$ cat src/rtl/sram_fifo_ctrl_2ch.sv
// sram_fifo_ctrl_2ch
// Two independent FIFOs sharing one 4-port SRAM. Channel 0 uses write port A
// and read port C in the lower half of the address space. Channel 1 uses
// write port B and read port D in the upper half.
// Optional build macro SRAM_FIFO_ERR_FLAG_EN adds a sticky per-channel error
// flag (push while full / pop while empty), cleared only by reset.
module sram_fifo_ctrl_2ch #(
  parameter int DATA_WIDTH = 8,
  parameter int ADDR_WIDTH = 8
) (
  input  logic                  Clk_In,
  input  logic                  Reset_In,
  input  logic                  Push_0_Valid_In,
  input  logic [DATA_WIDTH-1:0] Push_0_Data_In,
  output logic                  Push_0_Ready_Out,
  input  logic                  Push_1_Valid_In,
  input  logic [DATA_WIDTH-1:0] Push_1_Data_In,
  output logic                  Push_1_Ready_Out,
  input  logic                  Pop_0_Req_In,
  output logic                  Pop_0_Valid_Out,
  output logic [DATA_WIDTH-1:0] Pop_0_Data_Out,
  input  logic                  Pop_1_Req_In,
  output logic                  Pop_1_Valid_Out,
  output logic [DATA_WIDTH-1:0] Pop_1_Data_Out,
  output logic [ADDR_WIDTH-1:0] Count_0_Out,
  output logic [ADDR_WIDTH-1:0] Count_1_Out,
  output logic [DATA_WIDTH-1:0] Port_W_A_Data_Out,
  output logic [ADDR_WIDTH-1:0] Port_W_A_Address_Out,
  output logic                  Port_W_A_Write_Enable_Out,
  output logic [DATA_WIDTH-1:0] Port_W_B_Data_Out,
  output logic [ADDR_WIDTH-1:0] Port_W_B_Address_Out,
  output logic                  Port_W_B_Write_Enable_Out,
  output logic [ADDR_WIDTH-1:0] Port_R_C_Address_Out,
  output logic                  Port_R_C_Read_Enable_Out,
  input  logic [DATA_WIDTH-1:0] Port_R_C_Data_In,
  output logic [ADDR_WIDTH-1:0] Port_R_D_Address_Out,
  output logic                  Port_R_D_Read_Enable_Out,
`ifdef SRAM_FIFO_ERR_FLAG_EN
  output logic                  Err_0_Out,
  output logic                  Err_1_Out,
`endif
  input  logic [DATA_WIDTH-1:0] Port_R_D_Data_In
);

  localparam int PW       = ADDR_WIDTH - 1;
  localparam int CH_DEPTH = 2 ** PW;
  localparam logic [ADDR_WIDTH-1:0] DEPTH_C = ADDR_WIDTH'(CH_DEPTH);

  // Per-channel state, index 0/1 is the channel number (and the address MSB)
  logic [1:0][PW-1:0]         wr_ptr;
  logic [1:0][PW-1:0]         rd_ptr;
  logic [1:0][ADDR_WIDTH-1:0] count;
  logic [1:0]                 pop_pending;

  logic [1:0]                 push_valid;
  logic [1:0]                 pop_req;
  logic [1:0][DATA_WIDTH-1:0] push_data;
  logic [1:0]                 full;
  logic [1:0]                 empty;
  logic [1:0]                 push_ready;
  logic [1:0]                 push_acc;
  logic [1:0]                 pop_acc;
  logic [1:0][ADDR_WIDTH-1:0] wr_addr;
  logic [1:0][DATA_WIDTH-1:0] wr_data;
  logic [1:0][ADDR_WIDTH-1:0] rd_addr;

  assign push_valid = {Push_1_Valid_In, Push_0_Valid_In};
  assign pop_req    = {Pop_1_Req_In, Pop_0_Req_In};
  assign push_data  = {Push_1_Data_In, Push_0_Data_In};

  // Handshake decode from registered occupancy; reset blocks all SRAM accesses
  always_comb begin
    full       = '0;
    empty      = '0;
    push_ready = '0;
    push_acc   = '0;
    pop_acc    = '0;
    wr_addr    = '0;
    wr_data    = '0;
    rd_addr    = '0;
    for (int c = 0; c < 2; c++) begin
      full[c]       = (count[c] == DEPTH_C);
      empty[c]      = (count[c] == '0);
      push_ready[c] = !full[c] && !Reset_In;
      push_acc[c]   = push_valid[c] && push_ready[c];
      pop_acc[c]    = pop_req[c] && !empty[c] && !Reset_In;
      if (push_acc[c]) begin
        wr_addr[c] = {1'(c), wr_ptr[c]};
        wr_data[c] = push_data[c];
      end
      if (pop_acc[c]) begin
        rd_addr[c] = {1'(c), rd_ptr[c]};
      end
    end
  end

  // Pointer, occupancy and pop-pending update; pointers wrap naturally at CH_DEPTH
  always_ff @(posedge Clk_In) begin
    if (Reset_In) begin
      wr_ptr      <= '0;
      rd_ptr      <= '0;
      count       <= '0;
      pop_pending <= '0;
    end else begin
      for (int c = 0; c < 2; c++) begin
        if (push_acc[c]) wr_ptr[c] <= wr_ptr[c] + 1'b1;
        if (pop_acc[c])  rd_ptr[c] <= rd_ptr[c] + 1'b1;
        pop_pending[c] <= pop_acc[c];
        case ({push_acc[c], pop_acc[c]})
          2'b10:   count[c] <= count[c] + 1'b1;
          2'b01:   count[c] <= count[c] - 1'b1;
          default: count[c] <= count[c];
        endcase
      end
    end
  end

`ifdef SRAM_FIFO_ERR_FLAG_EN
  logic [1:0] err;

  // Sticky misuse flag: push attempted while full or pop attempted while empty
  always_ff @(posedge Clk_In) begin
    if (Reset_In) begin
      err <= '0;
    end else begin
      for (int c = 0; c < 2; c++) begin
        if ((push_valid[c] && full[c]) || (pop_req[c] && empty[c])) err[c] <= 1'b1;
      end
    end
  end

  assign Err_0_Out = err[0];
  assign Err_1_Out = err[1];
`endif

  assign Push_0_Ready_Out = push_ready[0];
  assign Push_1_Ready_Out = push_ready[1];
  assign Count_0_Out      = count[0];
  assign Count_1_Out      = count[1];

  // Read data comes straight from the SRAM one cycle after the read enable
  assign Pop_0_Valid_Out  = pop_pending[0];
  assign Pop_1_Valid_Out  = pop_pending[1];
  assign Pop_0_Data_Out   = Port_R_C_Data_In;
  assign Pop_1_Data_Out   = Port_R_D_Data_In;

  assign Port_W_A_Write_Enable_Out = push_acc[0];
  assign Port_W_A_Address_Out      = wr_addr[0];
  assign Port_W_A_Data_Out         = wr_data[0];
  assign Port_W_B_Write_Enable_Out = push_acc[1];
  assign Port_W_B_Address_Out      = wr_addr[1];
  assign Port_W_B_Data_Out         = wr_data[1];
  assign Port_R_C_Read_Enable_Out  = pop_acc[0];
  assign Port_R_C_Address_Out      = rd_addr[0];
  assign Port_R_D_Read_Enable_Out  = pop_acc[1];
  assign Port_R_D_Address_Out      = rd_addr[1];

endmodule

$ cat config.mk
export PLATFORM = sky130hd
export DESIGN_NAME = sram_fifo_ctrl_2ch
export DESIGN_NICKNAME = d
export VERILOG_FILES = /design/src/rtl/sram_fifo_ctrl_2ch.sv
export SDC_FILE = /design/constraint.sdc
export NUM_CORES = 1
export LEC_CHECK = 0
export CAP_MARGIN = 20
export CELL_PAD_IN_SITES_DETAIL_PLACEMENT = 0
export CELL_PAD_IN_SITES_GLOBAL_PLACEMENT = 1
export CORE_UTILIZATION = 31
export DETAILED_ROUTE_END_ITERATION = 8
export PLACE_DENSITY = 0.88
export SETUP_SLACK_MARGIN = 0.05
export SLEW_MARGIN = 40
export SYNTH_ARGS = -nofsm -noshare
export SYNTH_HDL_FRONTEND = slang
export SYNTH_SLANG_ARGS = --single-unit
$ cat constraint.sdc
create_clock -name Clk_In -period 6.2 [get_ports Clk_In]
set_input_delay 1.86 -clock Clk_In [delete_from_list [all_inputs] [get_ports Clk_In]]
set_output_delay 1.86 -clock Clk_In [all_outputs]
set_load 0.1 [all_outputs]
# Yosys cells after proc, flatten, opt, wreduce, memory -nomap -nowiden

Cells that the tools add are included.

Register bits after elaboration: 46
Input port bits: 38
Output and inout bits: 88
Word-level logic and storage cells: 46

Add/subtract/negate cells: 8
Eq/ne operators: 6
Multiplexer cells: 8
Reduce and logical (&&, ||, !) cells: 17

Operators by type and width:

| cell                  | number |
|---|---|
| $mux W8               | 4 |
| $pmux W8 S2           | 2 |
| $add A7 B1 Y7 const B | 4 |
| $add A8 B1 Y8 const B | 2 |
| $eq A8 B8 Y1 const B  | 2 |
| $logic_not A8 Y1      | 2 |
| $sub A8 B1 Y8 const B | 2 |
| $mux W7               | 2 |
| $logic_and A1 B1 Y1   | 8 |
| $logic_not A1 Y1      | 5 |
| $eq A2 B1 Y1 const B  | 2 |
| $eq A2 B2 Y1 const B  | 2 |
| $reduce_bool A2 Y1    | 2 |

# Logic depth before layout (Yosys ltp)

Depth in word-level cells: 6
Depth in mapped cells: 15

# Worst setup path before layout

No wires, ideal clock.

Path type: in2out
Start: in Reset_In
End: out Port_R_C_Address_Out[2]
Data arrival time: 4.716 ns
Data required time: 4.340 ns
Setup slack: -0.376 ns
Stages on the path: 4
Cell sequence: clkbuf_1 -> clkbuf_1 -> buf_1 -> nor3b_1

Word-level cells in the longest chain between the ends: 3

Ends and longest elaborated chain:

| item                | line | text |
|---|---|---|
| start: declaration  | 12   | `input logic Reset_In,` |
| $logic_not A1 Y1    | 86   | `pop_acc[c] = pop_req[c] && !empty[c] && !Reset_In;` |
| $logic_and A1 B1 Y1 | 86   |  |
| $mux W7             | 91   | `if (pop_acc[c]) begin` |
| end: declaration    | 33   | `output logic [ADDR_WIDTH-1:0] Port_R_C_Address_Out,` |

Every way passes these cells.

# Worst setup path after layout

Start: in Push_0_Valid_In
End: out Port_W_A_Address_Out[4]

Word-level cells in the longest chain between the ends: 2

Ends and longest elaborated chain:

| item                | line | text |
|---|---|---|
| start: declaration  | 13   | `input logic Push_0_Valid_In,` |
| $logic_and A1 B1 Y1 | 85   | `push_acc[c] = push_valid[c] && push_ready[c];` |
| $mux W7             | 87   | `if (push_acc[c]) begin` |
| end: declaration    | 28   | `output logic [ADDR_WIDTH-1:0] Port_W_A_Address_Out,` |

Every way passes these cells.

==> results.ini <==
[run_status]
outcome = finished, final reports clean

[sta]
max_clock_freq_ghz = 0.189
tns_ns = 0
worst_slew_pin_slew_ns = 0.704
finClkSkew_ns = 0.00535
post-route-period-util_pct = 85.5
finalHoldViolations = 0
fin_ws_ns = 0.897
maxSlewHeadroom_pct = 53.0
period_needed_ns = 5.30
rsz0062_at_grt = false
whs_ns = 0.496
setup_viol = 0
slew_violations = 0

[clock_network]
cts_tree = built
cts-root-buf = clkbuf_8
h-tree-depth = 2
clk_latency_ns = 0.30
cts_buffers = 5
clk_path_buf_depth = 2
cts_resized = 0
cts.sinks = 46
postCtsHoldBufs = 0
path_clk_slew_ns = 0.09
cts_setup_buffers = 0

[cells_and_area]
final_layout_size_suffix_gt1_share_pct = 21.1
layout.nets = 506
multiInputGateArea_mm2 = 0.00199
num_antenna_cells = 0
fillers = 1002
area.sequential_um2 = 921
area_delta_synth_final_pct = 33.7

[logic_synthesis]
synth.top_cell.area_share_pct = 28.4
synthXorXnorAreaFrac_pct = 8.38
yosys.cell_types.count = 62
syn_inst = 403
synth.mux.area_fraction_pct = 2.97
synth.yosys.seq_area_share_pct = 28.4
netlist_area_mm2 = 0.00324
netlist_top_cells_count = nor2_1 (48), dfxtp_1 (46), and2_1 (44), xor2_1 (27), a21oi_1 (22)
synth_top_family_by_area = simple AND/OR/NAND/NOR gates
synth_fa_ha_area_share_pct = 3.86
syn_avg_cell_area_um2 = 8.04
yosys.area_share.simple_pct = 32.1
ys_ff_latch = 46
synth-main-ff-cell = dfxtp_1
synthArstFlopShare_pct = 0
synth-compound-area-share_pct = 13.5
synth_edf_count = 0
yosysMostFrequentCell = nor2_1
yosys.area.top_type = dfxtp_1
synth_warnings = 0
ys_top_cells_by_area = dfxtp_1 (28%), and2_1 (8.5%), xor2_1 (7.3%)

[drt]
ant_nets = 0
viasPerCell = 4.86
avgRoutedWirePerCell_um = 13.3
drt_iter0_drc = 111
drcViolationCount = 0
wl_mm = 7.87
firstDrtPassIters = 4
routed-via-count = 2876

[placed_design]
routabilityCongestion = 0.788
place_ws_ns = 0.787
dp_hpwl_mm = 5.87
portBuffers = 91

[floorplan]
die-area_mm2 = 0.0109
boundaryPins = 126
coreArea_mm2 = 0.00995
fp.dieH_um = 104
num_rows = 36
initial_utilization_pct = 32.6
die_width_um = 104

[global_routing]
antenna_found_initial = 0
grt_pass1_wl_mm = 13.3
grt_max_degree = 48
grt_util_all_layers_pct = 14.6
grt_overflow_total = 0
grt_pass1_vias = 2724

[power_and_ir_drop]
leakagePower_nw = 1.79
ir_drop_mv = 0.178
p_per_area_mw_per_mm2 = 343

[worst_setup_path]
end_kind = output port
cp-start-kind = primary input
worst_ep_required_time_ns = 4.34
cp_max_fo = 18
r2r_setup_slack_ns = 2.25
critical_path_class = primary input to output port
cp_data_arrival_time_ns = 3.44

[job]
drv_cap = 0

[worst_hold_path]
worst_hold_path_type = register to register

power breakdown:
group	leakage, nW	switching (mW)	total [mW]	internal (mW)
logic	1.37	0.616	0.845	0.229
registers	0.373	0.0772	0.412	0.334
clock network	0.0514	0.107	0.228	0.120
worst max-delay path, stage by stage:
cell and delay (ns):
clkdlybuf4s50_1 0.46, nand2b_1 0.07, a41oi_2 0.58, and2_1 0.28
buf_12 0.19
state kept, by name, indices dropped and copies added, names as in the netlist:
register / cells
Count_1_Out: 8
Count_0_Out: 8
rd_ptr: 14
wr_ptr: 14
pop_pending: 2
area by class of cell:
cell class	instances	area share, %
multi-input combinational	303	45.8
timing repair buffer	94	25.9
sequential	46	21.2
tap	133	3.84
clock buffer	6	1.67
clock inverter	2	0.866
inverter	8	0.693
path summary, 6_finish.rpt:
check,start,to,cells past startpoint
worst max-delay path,Push_0_Valid_In,Port_W_A_Address_Out[4],5
worst max register to register,Count_0_Out[1],Count_0_Out[4],12
worst min-delay path,rd_ptr[13],rd_ptr[13],2
worst min register to register,rd_ptr[13],rd_ptr[13],2
through the flow:
step / power (mW) / area (um2) / std cells / utilization, %
CTS: 1.49 / 4330 / 592 / 43.5
global placement: 1.28 / 4310 / 584 / 43.3
finish: 1.48 / 4330 / 592 / 43.5
floorplan: 1.16 / 3250 / 404 / -
detailed placement: 1.26 / 4220 / 584 / 42.4
global route: 1.57 / 4330 / 592 / 43.5
metal layers:
| metal | track usage [%] | routed length [um] | vias up |
|---|---|---|---|
| met5 | 0 | 0 | - |
| met4 | 4.80 | 92 | 0 |
| met3 | 2.26 | 259 | 8 |
| met2 | 25.7 | 4010 | 50 |
| met1 | 18.2 | 3510 | 1343 |
| li1 | - | - | 1475 |
logic make-up after synthesis:
| family | count (synthesis) |
|---|---|
| AOI/OAI and AO/OA | 63 |
| muxes | 9 |
| DFF | 46 |
| other | 1 |
| buffers and inverters | 55 |
| xor gates and xnor gates | 31 |
| adders and majority gates | 10 |
| and+or+nand+nor | 188 |
placed cells by master (no fill, tap or decap), types with 2 or more instances in the layout:
cell type / instances
nor2_1: 47
o21ai_0: 9
inv_1: 8
buf_4: 22
nor3b_1: 2
nand4_1: 15
o2111ai_1: 2
dfxtp_1: 46
clkdlybuf4s50_1: 20
nor3_1: 7
xnor2_1: 4
buf_2: 19
mux2_1: 4
o31ai_1: 2
conb_1: 2
or3_1: 8
xor2_1: 27
a21o_1: 2
ha_1: 10
a21oi_1: 22
nor2b_1: 7
mux2i_1: 4
nand4b_1: 2
nand2b_1: 8
nor2_2: 2
buf_12: 33
nand2_1: 21
o21ai_1: 6
and3_1: 4
and2_1: 44
clkbuf_8: 5
nand3_1: 5
a31oi_1: 3
o211ai_1: 4
a41o_1: 2
a22oi_1: 2
(Power assumes the default switching activity.)
